## config.mk

```make
export PLATFORM = sky130hd
export DESIGN_NAME = gb_register_file
export DESIGN_NICKNAME = d
export VERILOG_FILES = /design/src/rtl/gb_regfile_pkg.sv /design/src/rtl/regfile_idu.sv /design/src/rtl/gb_register_file.sv
export SDC_FILE = /design/constraint.sdc
export NUM_CORES = 1
export LEC_CHECK = 0
export ABC_CLOCK_PERIOD_IN_PS = 4700
export CORE_MARGIN = 2
export CORE_UTILIZATION = 40
export DETAILED_ROUTE_END_ITERATION = 16
export PLACE_DENSITY = 0.73
export RECOVER_POWER = 50
export SETUP_SLACK_MARGIN = 0.02
export SLEW_MARGIN = 20
export SYNTH_ARGS = -nofsm -noshare
export SYNTH_HDL_FRONTEND = slang
export SYNTH_HIERARCHICAL = 1
export SYNTH_SLANG_ARGS = --single-unit
```

## constraint.sdc

```tcl
create_clock -name clk_i -period 4.7 [get_ports clk_i]
set_input_delay 0.94 -clock clk_i [delete_from_list [all_inputs] [get_ports clk_i]]
set_output_delay 0.94 -clock clk_i [all_outputs]
set_load 0.1 [all_outputs]
```

## src/rtl/gb_regfile_pkg.sv

```systemverilog
// Shared names for the CPU register file: byte/pair indices, IDU operation codes
// and flag bit positions.
package gb_regfile_pkg;

  typedef enum logic [2:0] {
    REG_B = 3'd0,
    REG_C = 3'd1,
    REG_D = 3'd2,
    REG_E = 3'd3,
    REG_H = 3'd4,
    REG_L = 3'd5,
    REG_A = 3'd6,
    REG_F = 3'd7
  } reg_idx_e;

  typedef enum logic [1:0] {
    PAIR_BC = 2'd0,
    PAIR_DE = 2'd1,
    PAIR_HL = 2'd2,
    PAIR_AF = 2'd3
  } pair_idx_e;

  typedef enum logic {
    IDU_INC = 1'b0,
    IDU_DEC = 1'b1
  } idu_op_e;

  localparam int FLAG_Z = 7;
  localparam int FLAG_N = 6;
  localparam int FLAG_H = 5;
  localparam int FLAG_C = 4;

  localparam logic [7:0] FLAG_MASK_DEFAULT = 8'hF0;

endpackage

```

## src/rtl/regfile_idu.sv

```systemverilog
// Combinational increment/decrement of a register pair, wrapping modulo 2^WIDTH.
// Kept generic so the same unit can serve SP and PC.
module regfile_idu
  import gb_regfile_pkg::*;
#(
  parameter int WIDTH = 16
) (
  input  logic [WIDTH-1:0] value,
  input  logic             op,
  output logic [WIDTH-1:0] result
);

  always_comb begin
    if (idu_op_e'(op) == IDU_DEC) result = value - WIDTH'(1);
    else                          result = value + WIDTH'(1);
  end

endmodule

```

## src/rtl/gb_register_file.sv

```systemverilog
// CPU register file: byte and pair writes, pair increment/decrement, masked flag
// updates and combinational read ports with no write bypass.
module gb_register_file
  import gb_regfile_pkg::*;
#(
  parameter int                DATA_W    = 8,
  parameter int                NUM_PAIRS = 4,
  parameter int                NUM_RD    = 2,
  parameter int                ACC_IDX   = 6,
  parameter int                FLAG_IDX  = 7,
  parameter logic [DATA_W-1:0] FLAG_MASK = DATA_W'(FLAG_MASK_DEFAULT)
) (
  input  logic                                      clk_i,
  input  logic                                      rst_ni,
  input  logic                                      stall_i,
  input  logic                                      wr8_en_i,
  input  logic [$clog2(2*NUM_PAIRS)-1:0]            wr8_idx_i,
  input  logic [DATA_W-1:0]                         wr8_data_i,
  input  logic                                      wr16_en_i,
  input  logic [$clog2(NUM_PAIRS)-1:0]              wr16_idx_i,
  input  logic [2*DATA_W-1:0]                       wr16_data_i,
  input  logic                                      idu_en_i,
  input  logic                                      idu_op_i,
  input  logic [$clog2(NUM_PAIRS)-1:0]              idu_idx_i,
  input  logic [DATA_W-1:0]                         flag_we_i,
  input  logic [DATA_W-1:0]                         flag_d_i,
  input  logic [NUM_RD*$clog2(2*NUM_PAIRS)-1:0]     rd_idx_i,
  output logic [NUM_RD*DATA_W-1:0]                  rd_data_o,
  input  logic [$clog2(NUM_PAIRS)-1:0]              rd16_idx_i,
  output logic [2*DATA_W-1:0]                       rd16_data_o,
  output logic [DATA_W-1:0]                         acc_o,
  output logic [DATA_W-1:0]                         flags_o
);

  localparam int NUM_REGS = 2 * NUM_PAIRS;
  localparam int BIDX_W   = $clog2(NUM_REGS);
  localparam int PAIR_W   = 2 * DATA_W;

  logic [DATA_W-1:0] regs     [NUM_REGS];
  logic [DATA_W-1:0] regs_nxt [NUM_REGS];
  logic [PAIR_W-1:0] idu_src;
  logic [PAIR_W-1:0] idu_res;
  logic [DATA_W-1:0] flag_wmask;

  assign flag_wmask = flag_we_i & FLAG_MASK;

  always_comb begin
    idu_src = '0;
    for (int p = 0; p < NUM_PAIRS; p++) begin
      if (int'(idu_idx_i) == p) idu_src = {regs[2*p], regs[2*p+1]};
    end
  end

  regfile_idu #(
    .WIDTH (PAIR_W)
  ) u_idu (
    .value  (idu_src),
    .op     (idu_op_i),
    .result (idu_res)
  );

  // Sources are applied lowest priority first so later ones win on a shared byte.
  always_comb begin
    for (int b = 0; b < NUM_REGS; b++) begin
      regs_nxt[b] = regs[b];
      if (b == FLAG_IDX)
        regs_nxt[b] = (regs[b] & ~flag_wmask) | (flag_d_i & flag_wmask);
      if (wr8_en_i && int'(wr8_idx_i) == b)
        regs_nxt[b] = wr8_data_i;
      if (idu_en_i && int'(idu_idx_i) == b / 2)
        regs_nxt[b] = (b % 2 == 0) ? idu_res[PAIR_W-1:DATA_W] : idu_res[DATA_W-1:0];
      if (wr16_en_i && int'(wr16_idx_i) == b / 2)
        regs_nxt[b] = (b % 2 == 0) ? wr16_data_i[PAIR_W-1:DATA_W] : wr16_data_i[DATA_W-1:0];
      if (b == FLAG_IDX)
        regs_nxt[b] = regs_nxt[b] & FLAG_MASK;
    end
  end

  always_ff @(posedge clk_i) begin
    if (!rst_ni) begin
      for (int b = 0; b < NUM_REGS; b++) regs[b] <= '0;
    end else if (!stall_i) begin
      for (int b = 0; b < NUM_REGS; b++) regs[b] <= regs_nxt[b];
    end
  end

  // Unmatched indices fall through to the zero default.
  always_comb begin
    rd_data_o   = '0;
    rd16_data_o = '0;
    for (int r = 0; r < NUM_RD; r++) begin
      for (int b = 0; b < NUM_REGS; b++) begin
        if (int'(rd_idx_i[r*BIDX_W +: BIDX_W]) == b)
          rd_data_o[r*DATA_W +: DATA_W] = regs[b];
      end
    end
    for (int p = 0; p < NUM_PAIRS; p++) begin
      if (int'(rd16_idx_i) == p) rd16_data_o = {regs[2*p], regs[2*p+1]};
    end
  end

  assign acc_o   = regs[ACC_IDX];
  assign flags_o = regs[FLAG_IDX];

endmodule

```

Yosys cells after proc, flatten, opt, wreduce, memory -nomap -nowiden
Memory sizes are Yosys's and may differ from the RTL's.
Index checks and enable logic that the tools add are counted.
Word-level totals
  flip-flop bits (word level): 0
  memories kept: 1
  input port bits: 62
  memory bits (writable): 64
Operators by class
  mux-type cells: 61
  reduce and logical (&&, ||, !) cells: 22
  bitwise logic cells: 12
  add/subtract/negate cells: 2
  eq/ne operators: 30
Memories
  regs: depth 8, width 8, rd ports 8, clocked after memory_dff 0, write ports 8, RTL line gb_register_file.sv:39  | logic [DATA_W-1:0] regs [NUM_REGS];
Operators by type and width (number)
  two-way mux 8 bit: 48
  two-way mux 16 bit: 9
  == test 3 bit (second input constant): 12
  == test 3 x 2 -> 1 bit (second input constant): 6
  adder 16 x 1 -> 16 bit (second input constant): 1
  AND 8 bit: 2
  logical AND 1 bit: 16
  subtractor 16 x 1 -> 16 bit (second input constant): 1
  == test 2 bit (second input constant): 6
  == test 3 x 1 -> 1 bit (second input constant): 3
  zero test 3 bit: 3
  NOT 8 bit: 1
  bitwise OR 1 bit: 8
  bitwise OR 8 bit: 1
  == test 2 x 1 -> 1 bit (second input constant): 3
  zero test 2 bit: 3
  two-way mux 1 bit: 4

Depth between registers and ports, before layout
  word-level depth: 10
  depth in mapped cells: 13

Modules after synthesis
The synthesis kept the hierarchy.
Modules (own cells, without submodules)
  gb_register_file: area each 5307.6 µm², instances 1, seq. area each 1801.7 µm², cells each 539
  regfile_idu: area each 738.2 µm², instances 1, seq. area each 0.0 µm², cells each 98

Worst setup path after synthesis
OpenSTA, ideal clock, no wires.
  kind: input to output
  start: input port rd_idx_i[4]
  end: output port rd_data_o[14]
  slack: -0.098 ns
  stages on the path: 5
  arrival: 3.858 ns
  required time: 3.760 ns
  cells stage by stage: buf_2 > buf_2 > nand2_1 > o22ai_1 > a211oi_1
Between the ends
  word-level cells in the longest chain between the ends: 9
  elaborated cells between the ends (all ways): 16
Ends and longest elaborated chain
  start: declaration: RTL line gb_register_file.sv:27  | input logic [NUM_RD*$clog2(2*NUM_PAIRS)-1:0] rd_idx_i,
  zero test 3 bit: RTL line gb_register_file.sv:93  | if (int'(rd_idx_i[r*BIDX_W +: BIDX_W]) == b)
  two-way mux 8 bit (7 in series): RTL line gb_register_file.sv:93
  two-way mux 8 bit (*): RTL line gb_register_file.sv:93
  end: declaration: RTL line gb_register_file.sv:28  | output logic [NUM_RD*DATA_W-1:0] rd_data_o,
Mark *: on every way between the ends. The rest lies on a longest branch, timed or not.

==> metrics.txt <==
Startpoint Class primary input; Pre-antenna DRT Iters 6; setup violators final 0; post-CTS setup buffer count 0; clk_skew 0.007550 ns; LEAKAGE 0.002789 uW; Detailed Route Iter0 Violations approximately 1,200; chip height about 130 um; hold-critical path depth 4; initial core utilization 0.4129; dpl hpwl 15,410 um; Warnings, synthesis 6; Primary FF master, synth edfxtp_1; die area ~16,000 um2; root buf cell clkbuf_16; DP Area 7307 um2; via count of the routed design 5,872; R2R depth 9; IO Port Bufs 97; max frequency between 0.2 and 0.25 GHz; GR Overflow Total 0; hold_sp regs[3][15]; FF-to-FF Start regs[3][12]; Pwr Density ~340 nW/um2; Site Rows 44; Slew HR 0.1731; Core ar. 14,640 um2; crit path max fanout 10; H-tree level count 3; ANT cells 0; crit path kind in2reg; RePlAce Congestion approximately 0.9; total wire length 20,050 um; CTS tree done; worst path required time 4.86 ns; Top Ports 110; CP endpoint kind flip-flop; CTS sink cnt 60; max-cap violations 0; Slew @ Worst Pin 1.236 ns; start point of the critical path idu_idx_i[1]; Longest Clk Path Bufs 2; # hold bufs at CTS 0; Post-synth EDFFs 60; synth unique cells 59; fin crit share 0.9368; RSZ-0062 raised after global routing false; chip width around 130 um; sequential-to-total area share from yosys stat 0.2980; final hold violation count 0; Post-Syn Area 6046 um2; Wirelength per Cell about 22 um; Final ANT Viol Nets 0; hold crit path type reg2reg; Reg with most FFs regs; Syn-to-layout area delta 25.02%; status finished, final reports clean; number of flip-flops under the largest register name 60; Num CTS Buffers 9; initial antenna violation count 0; commonest non-fill, non-tap cell in the layout o21ai_0; vias in the first global route around 5,600; Post-CTS Resized 0; clock insertion delay at the later pin of the skew report 0.34 ns; GRT Util Overall 0.2495; Sum Neg Setup Slack 0 ns; fin. max-slew vios 0; post-synthesis cell count 637; Peak VDD IR 182.8 uV; DRC 0; largest net degree at the start of global routing 33; Avg Vias per Cell 6.446; post-synthesis async set-or-reset flop share 0; CP arrival 4.56 ns; biggest regs regs: 60 flops; post-synthesis area per instance 9.491 um2; final instance area 7559 um2; first-pass GRT wire length 31,140 um; layout cell share with drive strength beyond 1 0.1554; Worst-path clk slew 0.05 ns; most frequent cells in the layout 80 x o21ai_0, 71 x a21oi_1, 60 x edfxtp_1; Yosys reg bits 60; crit path time final 4.403 ns; Final #Nets between 700 and 800
[final cells by class]
class / instances / area [um2]
multi-input cells: 518 / 3889
flip-flops and latches: 60 / 1802
inverters: 7 / 26.28
fillers: 1344 / 7086
clock buffers: 9 / 225.2
clock inverters: 7 / 77.57
well taps: 184 / 230.2
repair buffers: 126 / 1309
[power breakdown]
| group | switching, uW | internal (uW) |
|---|---|---|
| Combinational | 769 | 401 |
| Clock | 247 | 411 |
| Sequential | 72.2 | 649 |
[metal layers]
layer,GRT usage,routed length [um],up-vias
met5,0,0,-
met4,0.09955,665,0
met3,0.04302,2230,53
met2,0.3763,8779,402
met1,0.3578,8374,2775
li1,-,-,2642
[worst paths after layout]
check / to / slack [ns]
setup / recovery: regs[3][7] / 0.30
hold / removal: regs[3][15] / 1.06
setup reg to reg: regs[3][6] / 1.35
hold reg to reg: regs[3][15] / 1.06
[cells in the mapped netlist, types with 3 or more instances]
library cell / count / area share
a211oi_1: 21 / 0.026
a21o_1: 6 / 0.0074
a21oi_1: 71 / 0.059
a311oi_1: 13 / 0.019
a31oi_1: 15 / 0.016
and2b_1: 5 / 0.0062
and3_1: 4 / 0.0041
and3b_1: 3 / 0.0043
buf_2: 15 / 0.012
buf_4: 11 / 0.014
buf_6: 7 / 0.013
clkbuf_1: 19 / 0.012
edfxtp_1: 60 / 0.30
ha_1: 14 / 0.029
inv_1: 6 / 0.0037
mux2i_1: 46 / 0.076
mux4_1: 3 / 0.013
mux4_2: 33 / 0.12
nand2_1: 49 / 0.030
nand2b_1: 8 / 0.0083
nand3_1: 12 / 0.0099
nand4_1: 4 / 0.0041
nor2_1: 39 / 0.024
nor2b_1: 20 / 0.021
nor3_1: 3 / 0.0025
o211ai_1: 4 / 0.0050
o21ai_0: 80 / 0.066
o21ai_1: 6 / 0.0050
o21bai_1: 4 / 0.0050
o22a_1: 4 / 0.0058
o22ai_1: 9 / 0.0093
xnor2_1: 8 / 0.012
xor2_1: 4 / 0.0058
[critical path: stages]
cell           delay [ns]
dlygate4sd3_1        0.81
nor2b_1              0.31
nand2_1              0.10
o21ai_0              0.17
ha_1                 0.30
a21o_1               0.16
a21oi_1              0.41
o211a_1              0.37
o21ai_0              0.20
xnor2_1              0.40
nand2_1              0.11
a311oi_1             0.28
[logic make-up (layout without fill, tap and decap cells)]
logic type,Yosys count,count (layout),synth area share
AO/OA/AOI/OAI,242,242,0.2394
AND/OR/NAND/NOR,159,159,0.1322
multiplexers,86,86,0.2208
buffers and inverters,62,149,0.05919
flip-flops,60,60,0.2980
adder cells (fa/ha/maj),15,15,0.03229
XOR/XNOR,12,12,0.01738
other,1,4,0.0006203
[metrics by stage]
stage | utilization | hold slack, ns | cells | setup WS, ns | total power (uW)
after CTS | 0.5197 | 1.050 | 911 | 0.5033 | 2545
final | 0.5161 | 1.059 | 911 | 0.2972 | 2549
after global placement | 0.4990 | 0.9898 | 895 | 0.2863 | 1870
after detailed placement | 0.4990 | 1.034 | 895 | 0.1839 | 1892
after global routing | 0.5161 | 1.110 | 911 | 0.1341 | 2631
after floorplan | - | 0.9969 | 640 | 0.1574 | 1508
Note: power is estimated with default switching activity, not from simulation.
